## src/rtl/lcd_pkg.sv

```systemverilog
// Shared wb_lcd writer definitions: refresh FSM states, default display address and patterns.
package lcd_pkg;

  typedef enum logic [1:0] {
    IDLE = 2'd0,
    ADDR = 2'd1,
    DATA = 2'd2,
    DONE = 2'd3
  } lcd_state_e;

  localparam logic [7:0] LCD_BAR_BASE  = 8'h90;
  localparam logic [7:0] LCD_FILL_PAT  = 8'hFF;
  localparam logic [7:0] LCD_EMPTY_PAT = 8'h00;

  // Display RAM address of a segment; wraps within the 8-bit address space.
  function automatic logic [7:0] seg_addr(input logic [7:0] base, input logic [7:0] idx);
    return base + idx;
  endfunction

endpackage

```

## src/rtl/lcd_bar_gauge_if.sv

```systemverilog
// Level/handshake/strobe bundle between the bar gauge renderer and its neighbours.
interface lcd_bar_gauge_if #(
  parameter int LVL_W = 3
);
  logic [LVL_W-1:0] level;
  logic             lcd_busy;
  logic             dr;
  logic             wr;
  logic [7:0]       direc;
  logic [7:0]       dbi;
  logic             busy;
  logic             done;

  modport master (
    output level, lcd_busy,
    input  dr, wr, direc, dbi, busy, done
  );

  modport slave (
    input  level, lcd_busy,
    output dr, wr, direc, dbi, busy, done
  );
endinterface

```

## src/rtl/lcd_blink_timer.sv

```systemverilog
// Low-battery blink divider and phase toggle; exists only when LCD_BAR_BLINK_EN is defined.
`ifdef LCD_BAR_BLINK_EN
module lcd_blink_timer #(
  parameter int DIV = 10_000_000
) (
  input  logic clk2,
  input  logic rst,
  input  logic clr_i,
  output logic toggle_o,
  output logic blink_ph_o
);

  localparam int CNT_W = (DIV > 1) ? $clog2(DIV) : 1;

  logic [CNT_W-1:0] cnt_q, cnt_d;
  logic             ph_q, ph_d;
  logic             wrap;

  assign wrap       = (cnt_q == CNT_W'(DIV - 1)) && !clr_i;
  assign toggle_o   = wrap;
  assign blink_ph_o = ph_q;

  // Divider next state: held at zero while a nonzero level is shown.
  always_comb begin
    cnt_d = cnt_q;
    ph_d  = ph_q;
    if (clr_i) begin
      cnt_d = {CNT_W{1'b0}};
      ph_d  = 1'b0;
    end else if (wrap) begin
      cnt_d = {CNT_W{1'b0}};
      ph_d  = ~ph_q;
    end else begin
      cnt_d = cnt_q + CNT_W'(1);
      ph_d  = ph_q;
    end
  end

  // Divider and phase registers.
  always_ff @(posedge clk2) begin
    if (rst) begin
      cnt_q <= {CNT_W{1'b0}};
      ph_q  <= 1'b0;
    end else begin
      cnt_q <= cnt_d;
      ph_q  <= ph_d;
    end
  end

endmodule
`endif

```

## src/rtl/lcd_bar_gauge.sv

```systemverilog
// Bar-graph renderer: rewrites SEGS display bytes whenever the level changes.
// Optional low-battery blink of segment 0 at level 0 under LCD_BAR_BLINK_EN.
module lcd_bar_gauge
  import lcd_pkg::*;
#(
  parameter int         SEGS      = 4,
  parameter int         LVL_W     = 3,
  parameter logic [7:0] BASE_ADDR = LCD_BAR_BASE,
  parameter logic [7:0] FILL_PAT  = LCD_FILL_PAT,
  parameter logic [7:0] EMPTY_PAT = LCD_EMPTY_PAT
`ifdef LCD_BAR_BLINK_EN
  ,
  parameter int         BLINK_DIV = 10_000_000
`endif
) (
  input logic            clk2,
  input logic            rst,
  lcd_bar_gauge_if.slave bus
);

  localparam int IDX_W = $clog2(SEGS + 1);

  lcd_state_e       state_q, state_d;
  logic [LVL_W-1:0] level;
  logic [LVL_W-1:0] lvl_prev_q;
  logic             pending_q, pending_d;
  logic [IDX_W-1:0] lvl_lat_q, lvl_lat_d;
  logic [IDX_W-1:0] seg_q, seg_d;
  logic [IDX_W-1:0] lvl_clamp;
  logic             dr_q, dr_d, wr_q, wr_d;
  logic             busy_q, busy_d, done_q, done_d;
  logic [7:0]       direc_q, direc_d, dbi_q, dbi_d;
  logic             start, level_chg, last_seg, seg_lit;
  logic             blink_tog, blink_ph;

  assign level     = bus.level;
  assign level_chg = (level != lvl_prev_q);
  assign start     = (state_q == IDLE) && pending_q && !bus.lcd_busy;
  assign last_seg  = (seg_q == IDX_W'(SEGS - 1));

`ifdef LCD_BAR_BLINK_EN
  lcd_blink_timer #(
    .DIV (BLINK_DIV)
  ) u_blink (
    .clk2       (clk2),
    .rst        (rst),
    .clr_i      (lvl_lat_q != {IDX_W{1'b0}}),
    .toggle_o   (blink_tog),
    .blink_ph_o (blink_ph)
  );
`else
  assign blink_tog = 1'b0;
  assign blink_ph  = 1'b0;
`endif

  // blink_ph can only be set while the latched level is zero.
  assign seg_lit = (seg_q < lvl_lat_q) || ((seg_q == {IDX_W{1'b0}}) && blink_ph);

  // Level clamp to the segment count.
  always_comb begin
    if (32'(level) > SEGS) begin
      lvl_clamp = IDX_W'(SEGS);
    end else begin
      lvl_clamp = IDX_W'(level);
    end
  end

  // State and output registers.
  always_ff @(posedge clk2) begin
    if (rst) begin
      state_q    <= IDLE;
      lvl_prev_q <= {LVL_W{1'b0}};
      pending_q  <= 1'b1;
      lvl_lat_q  <= {IDX_W{1'b0}};
      seg_q      <= {IDX_W{1'b0}};
      dr_q       <= 1'b0;
      wr_q       <= 1'b0;
      busy_q     <= 1'b0;
      done_q     <= 1'b0;
      direc_q    <= 8'h00;
      dbi_q      <= 8'h00;
    end else begin
      state_q    <= state_d;
      lvl_prev_q <= level;
      pending_q  <= pending_d;
      lvl_lat_q  <= lvl_lat_d;
      seg_q      <= seg_d;
      dr_q       <= dr_d;
      wr_q       <= wr_d;
      busy_q     <= busy_d;
      done_q     <= done_d;
      direc_q    <= direc_d;
      dbi_q      <= dbi_d;
    end
  end

  // Next-state logic.
  always_comb begin
    state_d = state_q;
    case (state_q)
      IDLE: begin
        if (start) begin
          state_d = ADDR;
        end else begin
          state_d = IDLE;
        end
      end
      ADDR: begin
        if (!bus.lcd_busy) begin
          state_d = DATA;
        end else begin
          state_d = ADDR;
        end
      end
      DATA: begin
        if (bus.lcd_busy) begin
          state_d = DATA;
        end else if (last_seg) begin
          state_d = DONE;
        end else begin
          state_d = ADDR;
        end
      end
      DONE:    state_d = IDLE;
      default: state_d = IDLE;
    endcase
  end

  // Output and datapath next values; a refresh start consumes any change seen in the same cycle.
  always_comb begin
    dr_d      = 1'b0;
    wr_d      = 1'b0;
    done_d    = 1'b0;
    busy_d    = busy_q;
    direc_d   = direc_q;
    dbi_d     = dbi_q;
    seg_d     = seg_q;
    lvl_lat_d = lvl_lat_q;
    if (start) begin
      pending_d = 1'b0;
    end else begin
      pending_d = pending_q | level_chg | blink_tog;
    end
    case (state_q)
      IDLE: begin
        if (start) begin
          lvl_lat_d = lvl_clamp;
          seg_d     = {IDX_W{1'b0}};
          busy_d    = 1'b1;
        end else begin
          busy_d    = 1'b0;
        end
      end
      ADDR: begin
        if (!bus.lcd_busy) begin
          dr_d    = 1'b1;
          direc_d = seg_addr(BASE_ADDR, 8'(seg_q));
        end else begin
          dr_d    = 1'b0;
        end
      end
      DATA: begin
        if (!bus.lcd_busy) begin
          wr_d  = 1'b1;
          dbi_d = seg_lit ? FILL_PAT : EMPTY_PAT;
          if (!last_seg) begin
            seg_d = seg_q + IDX_W'(1);
          end else begin
            seg_d = seg_q;
          end
        end else begin
          wr_d  = 1'b0;
        end
      end
      DONE: begin
        done_d = 1'b1;
        busy_d = 1'b0;
      end
      default: begin
        busy_d = 1'b0;
      end
    endcase
  end

  assign bus.dr    = dr_q;
  assign bus.wr    = wr_q;
  assign bus.direc = direc_q;
  assign bus.dbi   = dbi_q;
  assign bus.busy  = busy_q;
  assign bus.done  = done_q;

endmodule
```

## src/flat_wrapper.sv

```systemverilog
// flat-port wrapper written by rule: the top's interface ports become plain ports
module lcd_bar_gauge_flat import lcd_pkg::*;
#(
  parameter int         SEGS      = 4,
  parameter int         LVL_W     = 3,
  parameter logic [7:0] BASE_ADDR = LCD_BAR_BASE,
  parameter logic [7:0] FILL_PAT  = LCD_FILL_PAT,
  parameter logic [7:0] EMPTY_PAT = LCD_EMPTY_PAT

)
  (clk2, rst, bus_level, bus_lcd_busy, bus_dr, bus_wr, bus_direc, bus_dbi, bus_busy, bus_done);
  lcd_bar_gauge_if #(.LVL_W(LVL_W)) bus_i ();
  input logic clk2;
  input logic rst;
  input wire logic [$bits(bus_i.level)-1:0] bus_level;
  input wire logic [$bits(bus_i.lcd_busy)-1:0] bus_lcd_busy;
  output wire logic [$bits(bus_i.dr)-1:0] bus_dr;
  output wire logic [$bits(bus_i.wr)-1:0] bus_wr;
  output wire logic [$bits(bus_i.direc)-1:0] bus_direc;
  output wire logic [$bits(bus_i.dbi)-1:0] bus_dbi;
  output wire logic [$bits(bus_i.busy)-1:0] bus_busy;
  output wire logic [$bits(bus_i.done)-1:0] bus_done;
  assign bus_i.level = bus_level;
  assign bus_i.lcd_busy = bus_lcd_busy;
  assign bus_dr = bus_i.dr;
  assign bus_wr = bus_i.wr;
  assign bus_direc = bus_i.direc;
  assign bus_dbi = bus_i.dbi;
  assign bus_busy = bus_i.busy;
  assign bus_done = bus_i.done;
  lcd_bar_gauge #(.SEGS(SEGS), .LVL_W(LVL_W), .BASE_ADDR(BASE_ADDR), .FILL_PAT(FILL_PAT), .EMPTY_PAT(EMPTY_PAT)) u_core (.clk2(clk2), .rst(rst), .bus(bus_i));
endmodule
```

## config.mk

```make
export PLATFORM = sky130hd
export DESIGN_NAME = lcd_bar_gauge_flat
export DESIGN_NICKNAME = d
export VERILOG_FILES = /design/src/rtl/lcd_pkg.sv /design/src/rtl/lcd_bar_gauge_if.sv /design/src/rtl/lcd_blink_timer.sv /design/src/rtl/lcd_bar_gauge.sv /design/src/flat_wrapper.sv
export SDC_FILE = /design/constraint.sdc
export NUM_CORES = 1
export LEC_CHECK = 0
export ABC_AREA = 1
export CAP_MARGIN = 0
export CORE_UTILIZATION = 45
export CTS_CLUSTER_DIAMETER = 150
export DETAILED_ROUTE_END_ITERATION = 8
export HOLD_SLACK_MARGIN = 0.05
export PLACE_DENSITY = 0.82
export SYNTH_ARGS = -nofsm -noshare
export SYNTH_HDL_FRONTEND = slang
export SYNTH_HIERARCHICAL = 1
export SYNTH_SLANG_ARGS = --single-unit
```

## constraint.sdc

```tcl
create_clock -name clk2 -period 1.7 [get_ports clk2]
set_input_delay 0.51 -clock clk2 [delete_from_list [all_inputs] [get_ports clk2]]
set_output_delay 0.51 -clock clk2 [all_outputs]
set_load 0.1 [all_outputs]
```

## Word level (Yosys, flattened, before mapping)

Cells that the tools add are included.

- Register bits: 32
- Input port bits: 6
- Output and inout bits: 20
- Logic and storage cells: 55

- Add/sub/neg operators: 2
- Magnitude comparators: 2
- Equality and inequality tests: 8
- Muxes and demuxes: 16
- Bitwise gates (word level): 4
- Reductions and logical operators: 12

Operators by type and width:

| operator | count |
|---|---|
| $mux 3 | 4 |
| $add 8x3->8 const A | 1 |
| $mux 8 | 1 |
| $pmux 2 s4 | 1 |
| $mux 2 | 3 |
| $pmux 3 s2 | 1 |
| $reduce_and 2->1 | 3 |
| $mux 1 | 5 |
| $eq 2x2->1 const B | 2 |
| $ne 2x2->1 const B | 2 |
| $reduce_and 4->1 | 1 |
| $reduce_bool 2->1 | 2 |
| $reduce_or 2->1 | 2 |
| $add 3x1->3 const B | 1 |
| $eq 3x2->1 const B | 1 |
| $gt 3x3->1 const B | 1 |
| $lt 3x3->1 | 1 |
| $ne 3x3->1 | 1 |
| $not 1->1 | 3 |
| $eq 2x1->1 const B | 1 |
| $logic_and 1x1->1 | 2 |
| $logic_not 2->1 | 1 |
| $ne 2x1->1 const B | 1 |
| $pmux 1 s2 | 1 |
| 2 further kinds | 2 |

## Depth between registers and ports, before layout

Gate-level depths: netlist of the first run.

- Word-level depth: 5
- Depth in mapped cells: 8

## Least setup slack after synthesis of the first run

Ideal clock, no wire load.

- Kind: reg-to-output
- Start point: register u_core/bus.dbi[6] (netlist name)
- End point: output bus_dbi[1]
- Arrival: 1.481 ns
- Data required time: 1.190 ns
- Path slack: -0.291 ns
- Cell stages (with the launch flop): 2
- Buffers on the path: 1
- Path through: dfxtp_1 -> buf_4

RTL lines:

| element | line | text |
|---|---|---|
| end, declared | flat_wrapper.sv:20 | `output wire logic [$bits(bus_i.dbi)-1:0] bus_dbi;` |

==> impl_metrics.tcl, run 1 <==
set metrics [dict create \
    holdPathEnd "u_core/lvl_lat_q[2]$_SDFFE_PP0P_" \
    critPathKind "flop to primary output" \
    reg2reg_depth 7 \
    arrival_ps 1060 \
    vias_per_cell 5.08 \
    rsz0062_at_grt "false" \
    gp_congestion 0.856 \
    startpoint_type "flop" \
    drc_errors 0 \
    hp-start "u_core/lvl_lat_q[2]$_SDFFE_PP0P_" \
    io_buffers 22 \
    grt_max_degree 14 \
    nets 161 \
    boundaryPins 26 \
    fin_tns_setup_ps 0 \
    area_delta_synth_final_pct 37.9 \
    dieArea_sq_um 2460 \
    path_cells "buf_12" \
    status "completed" \
    setup_viol 0 \
    clock_skew_ps 4.02 \
    cts_tree "yes" \
    clockRootBuffer "clkbuf_4" \
    peakVddDrop_v 0.000558 \
    ctsHoldBuffers 0 \
    yosysUniqueCellTypes 23 \
    finalHoldViolCount 0 \
    post-cts-setup-buffers 0 \
    dr.pass1.iters 5 \
    yosys-top-cells-area "dfxtp_1, ha_1, buf_4" \
    whs_path_depth 2 \
    dieWidth_microns 49.6 \
    slowest_stage "dfxtp_4" \
    grt_pass1_wl_mm 3.51 \
    grt_pass1_vias 775 \
    yosys_most_used_dff "dfxtp_1" \
    seqCellArea_sq_um 425 \
    fillers 168 \
    critPathMaxFanout 9 \
    rr_endpoint "u_core/seg_q[1]$_SDFFE_PP0P_" \
    antenna_cells 0 \
    synth_common_cells "dfxtp_1, nand2_1, nor2_1" \
    drt-total-wl_mm 2.22 \
    cts_buffers 3 \
    power_leakage_nw 0.638 \
    dp_hpwl_mm 1.76 \
    clk_pin_slew_ps 120 \
    fmax_mhz 635 \
    critPathTopFamily "flip-flops" \
    final-max-slew-violation-count 0 \
    hp-class "flop to flop" \
    synth_top_area_share_pct 41.2 \
    p_per_area_nw_per_um2 779 \
    rrSetupSlack_ps 210 \
    hold_slack_ps 500 \
    multiInputGateArea_sq_um 440 \
    syn_area_per_cell_sq_um 7.91 \
    clockBufferDepth 2 \
    drt-wirelength-per-cell_microns 12.8 \
    cts.repair.resized 1 \
    num_vias 878 \
    crit_required_ps 1190 \
    netlist_area_sq_um 1020 \
    synth_edf_count 0 \
    drive_above_1_share_pct 25.3 \
    grt_antenna_before_repair 0 \
    synth_cells 129 \
    row_count 16 \
    yosysSeqAreaShare_pct 41.2 \
    reg2reg_from "u_core/seg_q[1]$_SDFFE_PP0P_" \
    postRouteAntennaNets 0 \
    die_y_microns 49.6 \
    synth_seq_cells 21 \
    post-route-period-util_pct 92.6 \
    start_util_pct 50.0 \
    htree_levels 1 \
    overflow 0 \
    drt_iter0_drc 25 \
    core_sq_um 2040 \
    yosysWarningCount 6 \
    cap_viol_max_count 0 \
    period_needed_ps 1570 \
    clock_latency_ps 330 \
    worst-path-buf-inv 1 \
    clkSinkCount 21 \
    globalRouteTotalUtil_pct 19.3 \
    endpoint_kind "primary output" \
    synth_most_common_cell "dfxtp_1" \
    cpPeakStageDelay_ps 520 \
    async_flop_share_pct 0 \
    yosys.area.top_type "dfxtp_1" \
]
[final cells by class]
type / instances / share of cell area, %
Tap cell: 27 / 2.40
Clock inverter: 1 / 0.356
Timing Repair Buffer: 24 / 28.8
Sequential cell: 21 / 30.2
Multi-Input combinational cell: 77 / 31.3
Clock buffer: 3 / 1.60
Inverter: 20 / 5.33
[worst max-delay path by stage]
stage	from	to	slack, ps	cells past startpoint
after detailed placement	bus_lcd_busy	u_core/seg_q[1]$_SDFFE_PP0P_	-120	6
after global routing	u_core/bus.dbi[6]$_SDFFE_PP0P_	bus_dbi[7]	90	1
final	u_core/bus.dbi[6]$_SDFFE_PP0P_	bus_dbi[4]	130	1
after CTS	u_core/bus.dbi[6]$_SDFFE_PP0P_	bus_dbi[4]	110	1
after floorplan	u_core/bus.dbi[6]$_SDFFE_PP0P_	bus_dbi[1]	90	1
after global placement	bus_lcd_busy	u_core/seg_q[0]$_SDFFE_PP0P_	40	6
[registers in the layout (all words and copies together), names as in the netlist]
name,flops
u_core/bus.busy,1
u_core/bus.dbi,1
u_core/bus.direc,4
u_core/bus.done,1
u_core/bus.dr,1
u_core/bus.wr,1
u_core/lvl_lat_q,3
u_core/lvl_prev_q,3
u_core/pending_q,1
u_core/seg_q,3
u_core/state_q,2
[cell usage in the layout (no fill, tap or decap), drive strengths merged]
| cell | Yosys | final |
|---|---|---|
| o31ai | 1 | 1 |
| conb | 1 | 3 |
| nor2 | 17 | 17 |
| nand3 | 6 | 6 |
| buf | 13 | 19 |
| ha | 8 | 8 |
| inv | 20 | 20 |
| clkinv | 0 | 1 |
| xnor2 | 2 | 2 |
| clkbuf | 0 | 3 |
| a21oi | 7 | 7 |
| nand4 | 4 | 4 |
| clkdlybuf4s50 | 0 | 5 |
| o21a | 1 | 1 |
| nor3 | 1 | 1 |
| or2 | 1 | 1 |
| nand2 | 17 | 17 |
| o21ai | 9 | 9 |
| dfxtp | 21 | 21 |
[logic make-up after synthesis]
kind of cell             count (synthesis)  share of synthesized area [%]
buffers and inverters                   33                           16.4
AND/OR/NAND/NOR                         46                           20.5
flip-flops                              21                           41.2
XOR/XNOR                                 2                           1.72
other                                    1                          0.367
adder cells (fa/ha/maj)                  8                           9.80
AO/OA/AOI/OAI                           18                           10.0
[power by group]
part / switching (mW) / internal, mW / total, mW / leakage (nW)
sequential: 0.0226 / 0.518 / 0.541 / 0.173
clock: 0.170 / 0.0885 / 0.258 / 0.0177
combinational: 0.197 / 0.0995 / 0.297 / 0.447
total: 0.390 / 0.706 / 1.10 / 0.638
[routing by layer]
metal | vias up | track usage [%] | routed length [microns]
li1 | 430 | - | -
met1 | 406 | 20.3 | 899
met2 | 37 | 35.8 | 1140
met3 | 5 | 4.01 | 128
met4 | 0 | 9.52 | 55
met5 | - | 0 | 0
[stage by stage]
step	instances	instance area (sq um)	setup slack, ps	util [%]	power [mW]
2_1_floorplan	131	1030	94.8	-	0.762
3_3_place_gp	169	1380	36.1	67.5	0.834
3_5_place_dp	169	1380	-120	67.5	0.846
4_1_cts	173	1410	111	68.9	1.10
5_1_grt	173	1410	93.6	68.9	1.14
6_report	173	1410	125	68.9	1.10
(Power assumes the default switching activity.)
==> run 2, diff against run 1 <==
--- a/config.mk
+++ b/config.mk
@@ -12,6 +12,7 @@
 export DETAILED_ROUTE_END_ITERATION = 8
 export HOLD_SLACK_MARGIN = 0.05
 export PLACE_DENSITY = 0.82
+export RECOVER_POWER = 100
 export SYNTH_ARGS = -nofsm -noshare
 export SYNTH_HDL_FRONTEND = slang
 export SYNTH_HIERARCHICAL = 1
==> run 2 against run 1 <==
Compared with the run above:
- final cell count unchanged
- sequential power down 0.9%
- routed wire length up 0.99%
- first-iteration DRC count down 4.0%
- power down 3.1%
- clock power about the same
- core utilization down 8.7 points
- global-route usage unchanged
- final area down 13%
- largest cell class unchanged
- highest routed layer unchanged
==> impl_metrics.tcl, run 2 (synthesis gave the netlist of run 1 again) <==
set metrics [dict create \
    dieWidth_microns 49.6 \
    rsz0062_at_grt "false" \
    dp_cells 169 \
    num_vias 861 \
    p_per_area_nw_per_um2 864 \
    core_sq_um 2040 \
    status "completed" \
    final_cells 173 \
    vias_per_cell 4.98 \
    dp_hpwl_mm 1.76 \
    critPathTopFamily "flip-flops" \
    globalRouteTotalUtil_pct 19.3 \
    post-route-period-util_pct 95.1 \
    postRouteAntennaNets 0 \
    clk_pin_slew_ps 120 \
    grt_pass1_wl_mm 3.51 \
    critPathMaxFanout 3 \
    startpoint_type "flop" \
    grt_pass1_vias 775 \
    hp-class "flop to flop" \
    grt_antenna_before_repair 0 \
    clockRootBuffer "clkbuf_4" \
    dr.pass1.iters 4 \
    clock_latency_ps 330 \
    start_util_pct 50.0 \
    cap_viol_max_count 0 \
    gp_congestion 0.856 \
    drc_errors 0 \
    antenna_cells 0 \
    cts_tree "yes" \
    cts.repair.resized 1 \
    layout_common_cells "dfxtp_1, nand2_1, nor2_1" \
    cpPeakStageDelay_ps 420 \
    slowest_stage "dfxtp_1" \
    clockBufferDepth 2 \
    drt_iter0_drc 24 \
    fmax_mhz 619 \
    drt-wirelength-per-cell_microns 13.0 \
    critPathKind "flop to primary output" \
    clkSinkCount 21 \
    setup_viol 0 \
    peakVddDrop_v 0.000560 \
    ctsHoldBuffers 0 \
    power_leakage_nw 0.584 \
    drt-total-wl_mm 2.25 \
    overflow 0 \
    mostFrequentLayoutCell "dfxtp_1" \
    row_count 16 \
    clock_skew_ps 5.78 \
    drive_above_1_share_pct 21.2 \
    worst-path-buf-inv 1 \
    finalHoldViolCount 0 \
    post-cts-setup-buffers 0 \
    utilization_pct 60.2 \
    area_delta_synth_final_pct 20.5 \
    path_cells "clkbuf_4" \
    endpoint_kind "primary output" \
    io_buffers 22 \
    htree_levels 1 \
    largest_register_ffs 4 \
    boundaryPins 26 \
    crit_required_ps 1190 \
    arrival_ps 1110 \
    die_y_microns 49.6 \
    period_needed_ps 1620 \
    nets 161 \
    cts_buffers 3 \
    grt_max_degree 14 \
    dieArea_sq_um 2460 \
    final-max-slew-violation-count 0 \
]
## run 2: final cells by class
| type | count | area [sq um] |
|---|---|---|
| Fill cell | 204 | 812 |
| Multi-Input combinational cell | 77 | 433 |
| Sequential cell | 21 | 424 |
| Timing Repair Buffer | 24 | 236 |
| Inverter | 20 | 75.1 |
| Tap cell | 27 | 33.8 |
| Clock buffer | 3 | 22.5 |
| Clock inverter | 1 | 5.00 |
## run 2: per-layer routing
| metal | up-vias | global-route usage, % | part of all wire (%) |
|---|---|---|---|
| met5 | - | 0 | 0 |
| met4 | 0 | 9.52 | 1.8 |
| met3 | 3 | 4.01 | 8.5 |
| met2 | 44 | 35.8 | 51 |
| met1 | 385 | 20.3 | 39 |
| li1 | 429 | - | - |
## run 2: worst reg2reg max path, cell delays in order (launching register included)
cell     delay [ps]
dfxtp_1         370
ha_1            190
ha_1            200
o21ai_2         250
nand2_1         150
nor2_4          130
nor2_1           50
nor2_1          100
## run 2: stage by stage
step                      area (sq um)  TNS [ps]  hold WS (ps)  worst slack [ps]  power [mW]
final                             1230         0           495              83.4        1.06
after global routing              1230         0           515              48.1        1.11
after CTS                         1410         0           496               111        1.10
after detailed placement          1380      -334           479              -120       0.846
after global placement            1380         0           459              36.1       0.834
after floorplan                   1030         0           436              94.8       0.762
## run 2: path summary, 6_finish.rpt
kind	startpoint	endpoint	slack [ps]	depth (start not counted)
max	u_core/bus.direc[4]$_SDFFE_PP0P_	bus_direc[7]	80	1
min	u_core/lvl_lat_q[2]$_SDFFE_PP0P_	u_core/lvl_lat_q[2]$_SDFFE_PP0P_	500	2
min reg2reg	u_core/lvl_lat_q[2]$_SDFFE_PP0P_	u_core/lvl_lat_q[2]$_SDFFE_PP0P_	500	2
max reg2reg	u_core/seg_q[1]$_SDFFE_PP0P_	u_core/seg_q[1]$_SDFFE_PP0P_	200	7
## run 2: power breakdown
part           leakage [nW]  switching (mW)  internal, mW  total, mW
Clock                0.0177           0.169        0.0884      0.258
Combinational         0.394           0.196        0.0736      0.269
Sequential            0.173          0.0177         0.518      0.536
Total                 0.584           0.382         0.680       1.06
